`src/rtl/tts_pkg.sv`:
```
// Shared types and helpers for the truth_table_sweeper block.
package tts_pkg;

  typedef enum logic [1:0] {
    IDLE  = 2'd0,
    DRIVE = 2'd1,
    DONE  = 2'd2
  } state_e;

  function automatic int pattern_count(input int n_in);
    return 1 << n_in;
  endfunction

endpackage

```
`src/rtl/truth_table_sweeper_if.sv`:
```
// Stimulus/result bundle between a sweep controller (master) and the sweeper (slave).
interface truth_table_sweeper_if #(
  parameter int N_IN = 3
);
  import tts_pkg::*;

  logic                            start;
  logic [pattern_count(N_IN)-1:0]  exp_table;
  logic                            fut_f;
  logic [N_IN-1:0]                 stim;
  logic                            busy;
  logic                            done;
  logic                            pass;
  logic [N_IN:0]                   err_count;
  logic [N_IN-1:0]                 first_fail;

  modport master (
    output start, exp_table, fut_f,
    input  stim, busy, done, pass, err_count, first_fail
  );

  modport slave (
    input  start, exp_table, fut_f,
    output stim, busy, done, pass, err_count, first_fail
  );
endinterface

```
`src/rtl/tts_hold_timer.sv`:
```
// Modulo-HOLD_CYCLES counter; 'last' marks the final settle cycle of a pattern.
module tts_hold_timer #(
  parameter int HOLD_CYCLES = 4
) (
  input  logic clk,
  input  logic rst,
  input  logic clr,
  input  logic en,
  output logic last
);
  localparam int CW = (HOLD_CYCLES > 1) ? $clog2(HOLD_CYCLES) : 1;
  localparam logic [CW-1:0] LAST_CNT = CW'(HOLD_CYCLES - 1);

  logic [CW-1:0] cnt_q, cnt_d;

  assign last = (cnt_q == LAST_CNT);

  always_comb begin
    // NOTE: default assignment first so every path drives cnt_d and no latch is inferred.
    cnt_d = cnt_q;
    if (clr)     cnt_d = '0;
    else if (en) cnt_d = last ? '0 : cnt_q + CW'(1);
  end

  // NOTE: sequential state uses non-blocking assignments only.
  always_ff @(posedge clk or posedge rst) begin
    if (rst) cnt_q <= '0;
    else     cnt_q <= cnt_d;
  end
endmodule

```
`src/rtl/truth_table_sweeper.sv`:
```
// Sweeps all 2^N_IN input patterns through a combinational FUT and checks it against a golden table.
// Define SWEEP_GRAY_EN to apply the patterns in Gray order instead of binary order.
module truth_table_sweeper
  import tts_pkg::*;
#(
  parameter int N_IN        = 3,
  parameter int HOLD_CYCLES = 4
) (
  input logic                  clk,
  input logic                  rst,
  truth_table_sweeper_if.slave bus
);
  localparam logic [N_IN:0] LAST_IDX = (N_IN+1)'(pattern_count(N_IN) - 1);

  state_e          state_q, state_d;
  logic [N_IN:0]   idx_q, idx_d;
  logic [N_IN-1:0] stim_q, stim_d;
  logic            busy_q, busy_d;
  logic            done_q, done_d;
  logic            pass_q, pass_d;
  logic [N_IN:0]   err_q, err_d;
  logic [N_IN-1:0] ff_q, ff_d;
  logic            tmr_clr, tmr_en, hold_last, mismatch;

  function automatic logic [N_IN-1:0] to_stim(input logic [N_IN-1:0] i);
`ifdef SWEEP_GRAY_EN
    return i ^ (i >> 1);
`else
    return i;
`endif
  endfunction

  tts_hold_timer #(.HOLD_CYCLES(HOLD_CYCLES)) u_hold (
    .clk  (clk),
    .rst  (rst),
    .clr  (tmr_clr),
    .en   (tmr_en),
    .last (hold_last)
  );

  // The golden table is indexed by the pattern actually applied, whatever the order.
  assign mismatch = bus.fut_f ^ bus.exp_table[stim_q];

  always_comb begin
    state_d = state_q;
    idx_d   = idx_q;
    stim_d  = stim_q;
    busy_d  = busy_q;
    done_d  = done_q;
    pass_d  = pass_q;
    err_d   = err_q;
    ff_d    = ff_q;
    tmr_clr = 1'b0;
    tmr_en  = 1'b0;
    unique case (state_q)
      IDLE, DONE: begin
        if (bus.start) begin
          state_d = DRIVE;
          idx_d   = '0;
          stim_d  = to_stim('0);
          busy_d  = 1'b1;
          done_d  = 1'b0;
          pass_d  = 1'b0;
          err_d   = '0;
          ff_d    = '0;
          tmr_clr = 1'b1;
        end
      end
      DRIVE: begin
        tmr_en = 1'b1;
        if (hold_last) begin
          if (mismatch) begin
            err_d = err_q + (N_IN+1)'(1);
            if (err_q == '0) ff_d = stim_q;
          end
          if (idx_q == LAST_IDX) begin
            // stim is left on the final pattern while DONE.
            state_d = DONE;
            busy_d  = 1'b0;
            done_d  = 1'b1;
            pass_d  = (err_d == '0);
          end else begin
            idx_d  = idx_q + (N_IN+1)'(1);
            stim_d = to_stim(idx_d[N_IN-1:0]);
          end
        end
      end
      default: state_d = IDLE;
    endcase
  end

  // NOTE: every flop, results included, is cleared by reset so an aborted sweep leaves no residue.
  always_ff @(posedge clk or posedge rst) begin
    if (rst) begin
      state_q <= IDLE;
      idx_q   <= '0;
      stim_q  <= '0;
      busy_q  <= 1'b0;
      done_q  <= 1'b0;
      pass_q  <= 1'b0;
      err_q   <= '0;
      ff_q    <= '0;
    end else begin
      state_q <= state_d;
      idx_q   <= idx_d;
      stim_q  <= stim_d;
      busy_q  <= busy_d;
      done_q  <= done_d;
      pass_q  <= pass_d;
      err_q   <= err_d;
      ff_q    <= ff_d;
    end
  end

  assign bus.stim       = stim_q;
  assign bus.busy       = busy_q;
  assign bus.done       = done_q;
  assign bus.pass       = pass_q;
  assign bus.err_count  = err_q;
  assign bus.first_fail = ff_q;
endmodule

```
`src/flat_wrapper.sv`:
```
// flat-port wrapper written by rule: the top's interface ports become plain ports
module truth_table_sweeper_flat import tts_pkg::*;
#(
  parameter int N_IN        = 3,
  parameter int HOLD_CYCLES = 4
)
  (clk, rst, bus_start, bus_exp_table, bus_fut_f, bus_stim, bus_busy, bus_done, bus_pass, bus_err_count, bus_first_fail);
  truth_table_sweeper_if #(.N_IN(N_IN)) bus_i ();
  input logic clk;
  input logic rst;
  input wire logic [$bits(bus_i.start)-1:0] bus_start;
  input wire logic [$bits(bus_i.exp_table)-1:0] bus_exp_table;
  input wire logic [$bits(bus_i.fut_f)-1:0] bus_fut_f;
  output wire logic [$bits(bus_i.stim)-1:0] bus_stim;
  output wire logic [$bits(bus_i.busy)-1:0] bus_busy;
  output wire logic [$bits(bus_i.done)-1:0] bus_done;
  output wire logic [$bits(bus_i.pass)-1:0] bus_pass;
  output wire logic [$bits(bus_i.err_count)-1:0] bus_err_count;
  output wire logic [$bits(bus_i.first_fail)-1:0] bus_first_fail;
  assign bus_i.start = bus_start;
  assign bus_i.exp_table = bus_exp_table;
  assign bus_i.fut_f = bus_fut_f;
  assign bus_stim = bus_i.stim;
  assign bus_busy = bus_i.busy;
  assign bus_done = bus_i.done;
  assign bus_pass = bus_i.pass;
  assign bus_err_count = bus_i.err_count;
  assign bus_first_fail = bus_i.first_fail;
  truth_table_sweeper #(.N_IN(N_IN), .HOLD_CYCLES(HOLD_CYCLES)) u_core (.clk(clk), .rst(rst), .bus(bus_i));
endmodule
```
`config.mk`:
```
export PLATFORM = sky130hd
export DESIGN_NAME = truth_table_sweeper_flat
export DESIGN_NICKNAME = d
export VERILOG_FILES = /design/src/rtl/tts_pkg.sv /design/src/rtl/truth_table_sweeper_if.sv /design/src/rtl/tts_hold_timer.sv /design/src/rtl/truth_table_sweeper.sv /design/src/flat_wrapper.sv
export SDC_FILE = /design/constraint.sdc
export NUM_CORES = 1
export LEC_CHECK = 0
export BUFFER_PORTS_ARGS = -buffer_cell sky130_fd_sc_hd__buf_2
export CORE_UTILIZATION = 40
export DETAILED_ROUTE_END_ITERATION = 10
export GPL_TIMING_DRIVEN = 0
export MAX_ROUTING_LAYER = met4
export PLACE_DENSITY = 0.71
export SLEW_MARGIN = 15
export SYNTH_ARGS = -nofsm -noshare
export SYNTH_HDL_FRONTEND = slang
export SYNTH_SLANG_ARGS = --single-unit
```
`constraint.sdc`:
```
create_clock -name clk -period 2.5 [get_ports clk]
set_clock_uncertainty 0.05 [all_clocks]
set_input_delay 0.5 -clock clk [delete_from_list [all_inputs] [get_ports clk]]
set_output_delay 0.5 -clock clk [all_outputs]
set_load 0.1 [all_outputs]
```
==> results.toml, run 1 <==
[die]
die_w_um = 54.7
start_util_pct = 43.7
core_area_um2 = 2540
die-area_um2 = 2990
ios = 25
die_y_um = 54.7
rows = 18

[sta]
finalCriticalPeriod_ns = 2.25
setup_viol = 0
relSlewSlack_pct = 55.4
hold_viol = 0
setup_tns_ns = 0
maxSlewViolCount = 0
max_freq_mhz = 445
rsz0062_at_grt = "false"
tightest_slew_ns = 0.669
fin_crit_sh_pct = 89.8

[finish]
n_antenna_cell = 0
area_delta_synth_final_pct = 17.5
fin_util_pct = 51.3
drive_gt1_share_pct = 26.1
instances_no_fill = 183
final_cell_area_um2 = 1310
nNetsFinal = 170

[routing]
drc = 0
routed_wl_um = 2170
avgViaCountPerCell = 5.19
ant_nets = 0
drtIter0Drc = 17
wl_per_cell_um = 11.9
vias = 950
dr.pass1.iters = 4

[critical_path]
cp.required_ns = 2.66
crit-reg2reg-launch = "u_core.bus.stim[0]$_DFFE_PP0P_"
path_max_fanout = 7
path_class = "register to register"
reg2reg_depth = 9
worst_r2r_endpoint = "u_core.bus.first_fail[1]$_DFFE_PP0P_"
crit_path_end_kind = "register"
cp.arrival_ns = 2.41
regToRegSetupSlack_ns = 0.25
cp-start-kind = "register"

[placed_design]
place_area_um2 = 1270
dpl.cell_count = 179
place.gp.congestion = 0.868
dp_hpwl_um = 1650
portBuffers = 24

[cts]
cts_tree = "done"
cts.reportedPaths.clkPinSlew_ns = 0.10
cts_setup_buffers = 0
cts-htree-levels = 1
clk_path_buf_depth = 2
cts_buffers = 3
cts-root-buf = "clkbuf_4"
cts.sinks = 18
ctsHoldBuffers = 0
clk_latency_ns = 0.28
cts_resized = 0

[grt]
grt_use_met2_pct = 28.1
track_usage_pct = 17.6
top_usage_layer = "met2"
antenna_found_initial = 0
grt_util_met1_pct = 20.5
grt.met3_usage_pct = 3.33
grt_pass1_vias = 889
grt_pass1_wl_um = 3580
grt_remaining_overflow = 0
grt_max_degree = 19

[yosys]
synth_top_area_share_pct = 40.5
async_reset_ff_share_pct = 100
ys.flop_type = "dfrtp_1"
synth-seq-cells = 18
synth_fa_ha_area_share_pct = 4.50
synthMostInstantiatedCell = "nand2_1"
synth.area.top_cells = "dfrtp_1 41%, nand2_1 8.4%, mux2i_1 6.3%"
syn_inst = 125
yosysUniqueCellTypes = 39
muxShareOfSynthArea_pct = 8.67
synth_top_family_by_area = "simple AND/OR/NAND/NOR gates"
synth.avg_cell_area_um2 = 8.89
synth_xor_area_share_pct = 0.788
yosysSeqAreaShare_pct = 40.5
netlist_area_um2 = 1110
synth_simple_gate_area_share_pct = 22.6
ys.warnings.count = 0
netlist.top_cell.by_area = "dfrtp_1"
synth_nets = 141
synth_compound_area_share_pct = 14.2
synth-edff-count = 0
synthTopCellsByCount = "25 x nand2_1, 18 x dfrtp_1, 8 x inv_1"

[run_status]
status = "completed"

[hold_path]
hp-class = "input port to async pin"

[run]
maxCapViolCount = 0
critical path, cell delays in order (launching register included):
cell and delay [ns]:
dfrtp_1 0.41, buf_6 0.15, mux2_4 0.30, a2bb2oi_2 0.15, a21oi_1 0.26, or2_0 0.17, buf_2 0.16, and4_4 0.24
buf_6 0.11, mux2i_1 0.18
cell families after synthesis:
group	count (synthesis)
compound gates	22
buf+inv	18
mux	9
flops	18
simple gates	53
xor+xnor	1
fa+ha+maj	4
registers in the layout (all words and copies together) (netlist names), 2 cells and up:
name	count
u_core.bus.stim	2
u_core.bus.err_count	4
u_core.idx_q	2
u_core.bus.first_fail	3
u_core.u_hold.cnt_q	2
u_core.state_q	2
per-stage QoR:
step | setup slack, ns | hold WS, ns
after floorplan | 0.403 | 0.389
after global placement | 0.310 | 0.412
after detailed placement | 0.244 | 0.420
after CTS | 0.241 | 0.264
after global routing | 0.134 | 0.292
final | 0.254 | 0.243
cell usage in the layout, fill, tap and decap left out, types with 2 or more instances in the layout:
cell | netlist | layout
buf_2 | 2 | 26
nand2_1 | 25 | 25
dfrtp_1 | 18 | 18
inv_1 | 8 | 8
nor2_1 | 7 | 7
mux2i_1 | 7 | 7
nor2b_1 | 4 | 4
a21oi_1 | 4 | 4
nor3_1 | 4 | 4
nand3_1 | 4 | 4
ha_1 | 4 | 4
a31oi_1 | 3 | 3
buf_4 | 3 | 3
clkbuf_4 | 0 | 3
buf_6 | 2 | 2
clkbuf_1 | 2 | 2
nand2b_1 | 2 | 2
o21ai_0 | 2 | 2
o31ai_1 | 2 | 2
o22ai_1 | 2 | 2
metal layers:
layer  part of all wire [%]  wire, um
met5                      0         0
met3                    4.6       100
met4                    1.3        29
met1                     45       984
met2                     49      1060
cell type report:
| cell class | instances | area (um^2) |
|---|---|---|
| Tap cell | 30 | 37.5 |
| Multi-Input combinational cell | 89 | 564 |
| Clock buffer | 4 | 36.3 |
| Fill cell | 258 | 1240 |
| Timing Repair Buffer | 24 | 120 |
| Inverter | 8 | 30.0 |
| Buffer | 10 | 66.3 |
| Sequential cell | 18 | 450 |
how the worst max path moves through the flow:
stage,startpoint,to,slack [ns],cells after the start
2_1_floorplan,u_core.bus.err_count[0]$_DFFE_PP0P_,u_core.bus.pass$_DFFE_PP0P_,0.40,5
3_3_place_gp,bus_exp_table[6],u_core.bus.first_fail[2]$_DFFE_PP0P_,0.31,9
3_5_place_dp,bus_exp_table[6],u_core.bus.first_fail[1]$_DFFE_PP0P_,0.24,9
4_1_cts,u_core.bus.stim[0]$_DFFE_PP0P_,u_core.bus.first_fail[1]$_DFFE_PP0P_,0.24,9
5_1_grt,u_core.idx_q[2]$_DFFE_PP0P_,u_core.bus.first_fail[2]$_DFFE_PP0P_,0.13,9
6_report,u_core.bus.stim[0]$_DFFE_PP0P_,u_core.bus.first_fail[1]$_DFFE_PP0P_,0.25,9
Power of run 1 is left out: the tool's default activity adds up to more than one toggle a clock period on the data nets, which glitch-free logic cannot reach.
==> run 2, diff against run 1 <==
ABC_AREA = 1   (was not set)
==> run 2 against run 1 <==
Final cell count is 11% higher. Critical path depth is 7 lower. Fmax is 17% higher. Hold slack better by 0.0031 ns. Area after synthesis is 2.3% lower.
==> results.toml, run 2 <==
[cts]
cts_tree = "done"
clk_path_buf_depth = 2
cts.sinks = 18
cts-root-buf = "clkbuf_4"
ctsHoldBuffers = 0
cts_resized = 0
cts.reportedPaths.clkPinSlew_ns = 0.10
clk_latency_ns = 0.29
cts_setup_buffers = 0
cts-htree-levels = 1
cts_buffers = 3

[grt]
antenna_found_initial = 0
grt_max_degree = 19
grt_pass1_wl_um = 3700
track_usage_pct = 18.1
grt_remaining_overflow = 0
grt_pass1_vias = 937

[finish]
largest_reg_flops = 4
drive_gt1_share_pct = 24.9
final_common_cell = "nand2_1"
nNetsFinal = 190
n_antenna_cell = 0
most-common-layout-cells = "42 x nand2_1, 24 x buf_2, 23 x inv_1, 18 x dfrtp_1, 15 x nand3_1"
area_delta_synth_final_pct = 17.9

[critical_path]
cp.required_ns = 1.95
worstPathCellList = "buf_4, buf_2"
startpoint = "u_core.bus.stim[0]$_DFFE_PP0P_"
path_class = "register to primary output"
cp.arrival_ns = 1.37
cp-start-kind = "register"
slowest_delay_ns = 0.51
slowest_stage = "dfrtp_1"
crit-reg2reg-launch = "u_core.state_q[1]$_DFFE_PP0P_"
crit_path_end_kind = "primary output"
path_max_fanout = 9

[run]
maxCapViolCount = 0

[run_status]
status = "completed"

[yosys]
synth_nets = 161
netlist_area_um2 = 1090
synth-seq-cells = 18
synth_top_area_share_pct = 41.5
async_reset_ff_share_pct = 100
synth_compound_area_share_pct = 8.76
synthMostInstantiatedCell = "nand2_1"
synth-edff-count = 0
synth_top_family_by_area = "simple AND/OR/NAND/NOR gates"
muxShareOfSynthArea_pct = 0
synth_fa_ha_area_share_pct = 4.61
ys.flop_type = "dfrtp_1"
synth_xor_area_share_pct = 1.61
ys.warnings.count = 0
synth.area.top_cells = "dfrtp_1 41%, nand2_1 15%, inv_1 7.9%"
yosysUniqueCellTypes = 18
syn_inst = 145
netlist.top_cell.by_area = "dfrtp_1"
yosysSeqAreaShare_pct = 41.5
synth_simple_gate_area_share_pct = 32.8
synth.avg_cell_area_um2 = 7.49
synthTopCellsByCount = "42 x nand2_1, 23 x inv_1, 18 x dfrtp_1"

[sta]
max_freq_mhz = 520
finalCriticalPeriod_ns = 1.92
setup_tns_ns = 0
tightest_slew_ns = 0.684
maxSlewViolCount = 0
fin_crit_sh_pct = 76.9
hold_viol = 0
setup_viol = 0
relSlewSlack_pct = 54.4
rsz0062_at_grt = "false"

[placed_design]
place.gp.congestion = 0.747
dp_hpwl_um = 1800
portBuffers = 24

[die]
core_area_um2 = 2520
die_y_um = 54.1
ios = 25
rows = 18
start_util_pct = 43.1
die_w_um = 54.1
die-area_um2 = 2930

[routing]
wl_per_cell_um = 10.9
vias = 1009
drtIter0Drc = 23
ant_nets = 0
routed_wl_um = 2220
dr.pass1.iters = 4
drc = 0
avgViaCountPerCell = 4.97

[hold_path]
hp-class = "input port to async pin"
run 2: cell types whose count changed after synthesis, moves of 7 or more:
cell,before,now
inv_1,8,23
mux2i_1,7,0
nand2_1,25,42
nand3_1,4,15
run 2: final timing paths:
| kind | endpoint | slack (ns) | cells past startpoint |
|---|---|---|---|
| min | u_core.bus.pass$_DFFE_PP0P_ | 0.25 | 2 |
| min reg2reg | u_core.bus.busy$_DFFE_PP0P_ | 0.43 | 2 |
| max in group asynchronous | u_core.bus.stim[1]$_DFFE_PP0P_ | 1.72 | 2 |
| max | bus_stim[0] | 0.58 | 2 |
| min in group clk | u_core.state_q[1]$_DFFE_PP0P_ | 0.35 | 2 |
| max reg2reg | u_core.idx_q[3]$_DFFE_PP0P_ | 0.74 | 9 |
run 2: area by class of cell:
class                      instances  area (um^2)
fill                             259         1240
multi-input combinational         99          519
clock buffer                       4         36.3
timing repair buffer              24          120
sequential                        18          450
inverter                          25         93.8
tap                               30         37.5
buffer                             3         22.5
run 2: stage by stage:
stage / cells / area (um^2) / hold WS, ns / util, % / worst slack, ns
floorplan: 145 / 1090 / 0.389 / - / 0.565
global placement: 199 / 1240 / 0.402 / 49.3 / 0.818
detailed placement: 199 / 1240 / 0.411 / 49.3 / 0.765
finish: 203 / 1280 / 0.246 / 50.7 / 0.577
CTS: 203 / 1280 / 0.264 / 50.7 / 0.571
global route: 203 / 1280 / 0.304 / 50.7 / 0.513
run 2: worst max-delay path: cells and delay by family, from the launching register on:
kind | cells | cell delay, ns
buf+inv | 2 | 0.57
flops | 1 | 0.51
run 2: kinds of logic (layout without fill, tap and decap cells):
logic type,after synthesis,count (layout)
buffers and inverters,28,56
DFF,18,18
AOI/OAI and AO/OA,15,15
and+or+nand+nor,78,78
adders and majority gates,4,4
xor gates and xnor gates,2,2
run 2: per-layer routing:
metal / track usage [%] / up-vias / share of wire, %
met4: 7.26 / 0 / 1.1
met3: 3.39 / 4 / 3.3
met1: 19.9 / 474 / 44
met2: 31.9 / 16 / 52
li1: - / 515 / -
met5: - / - / 0
Power of run 2 is left out for the same reason.
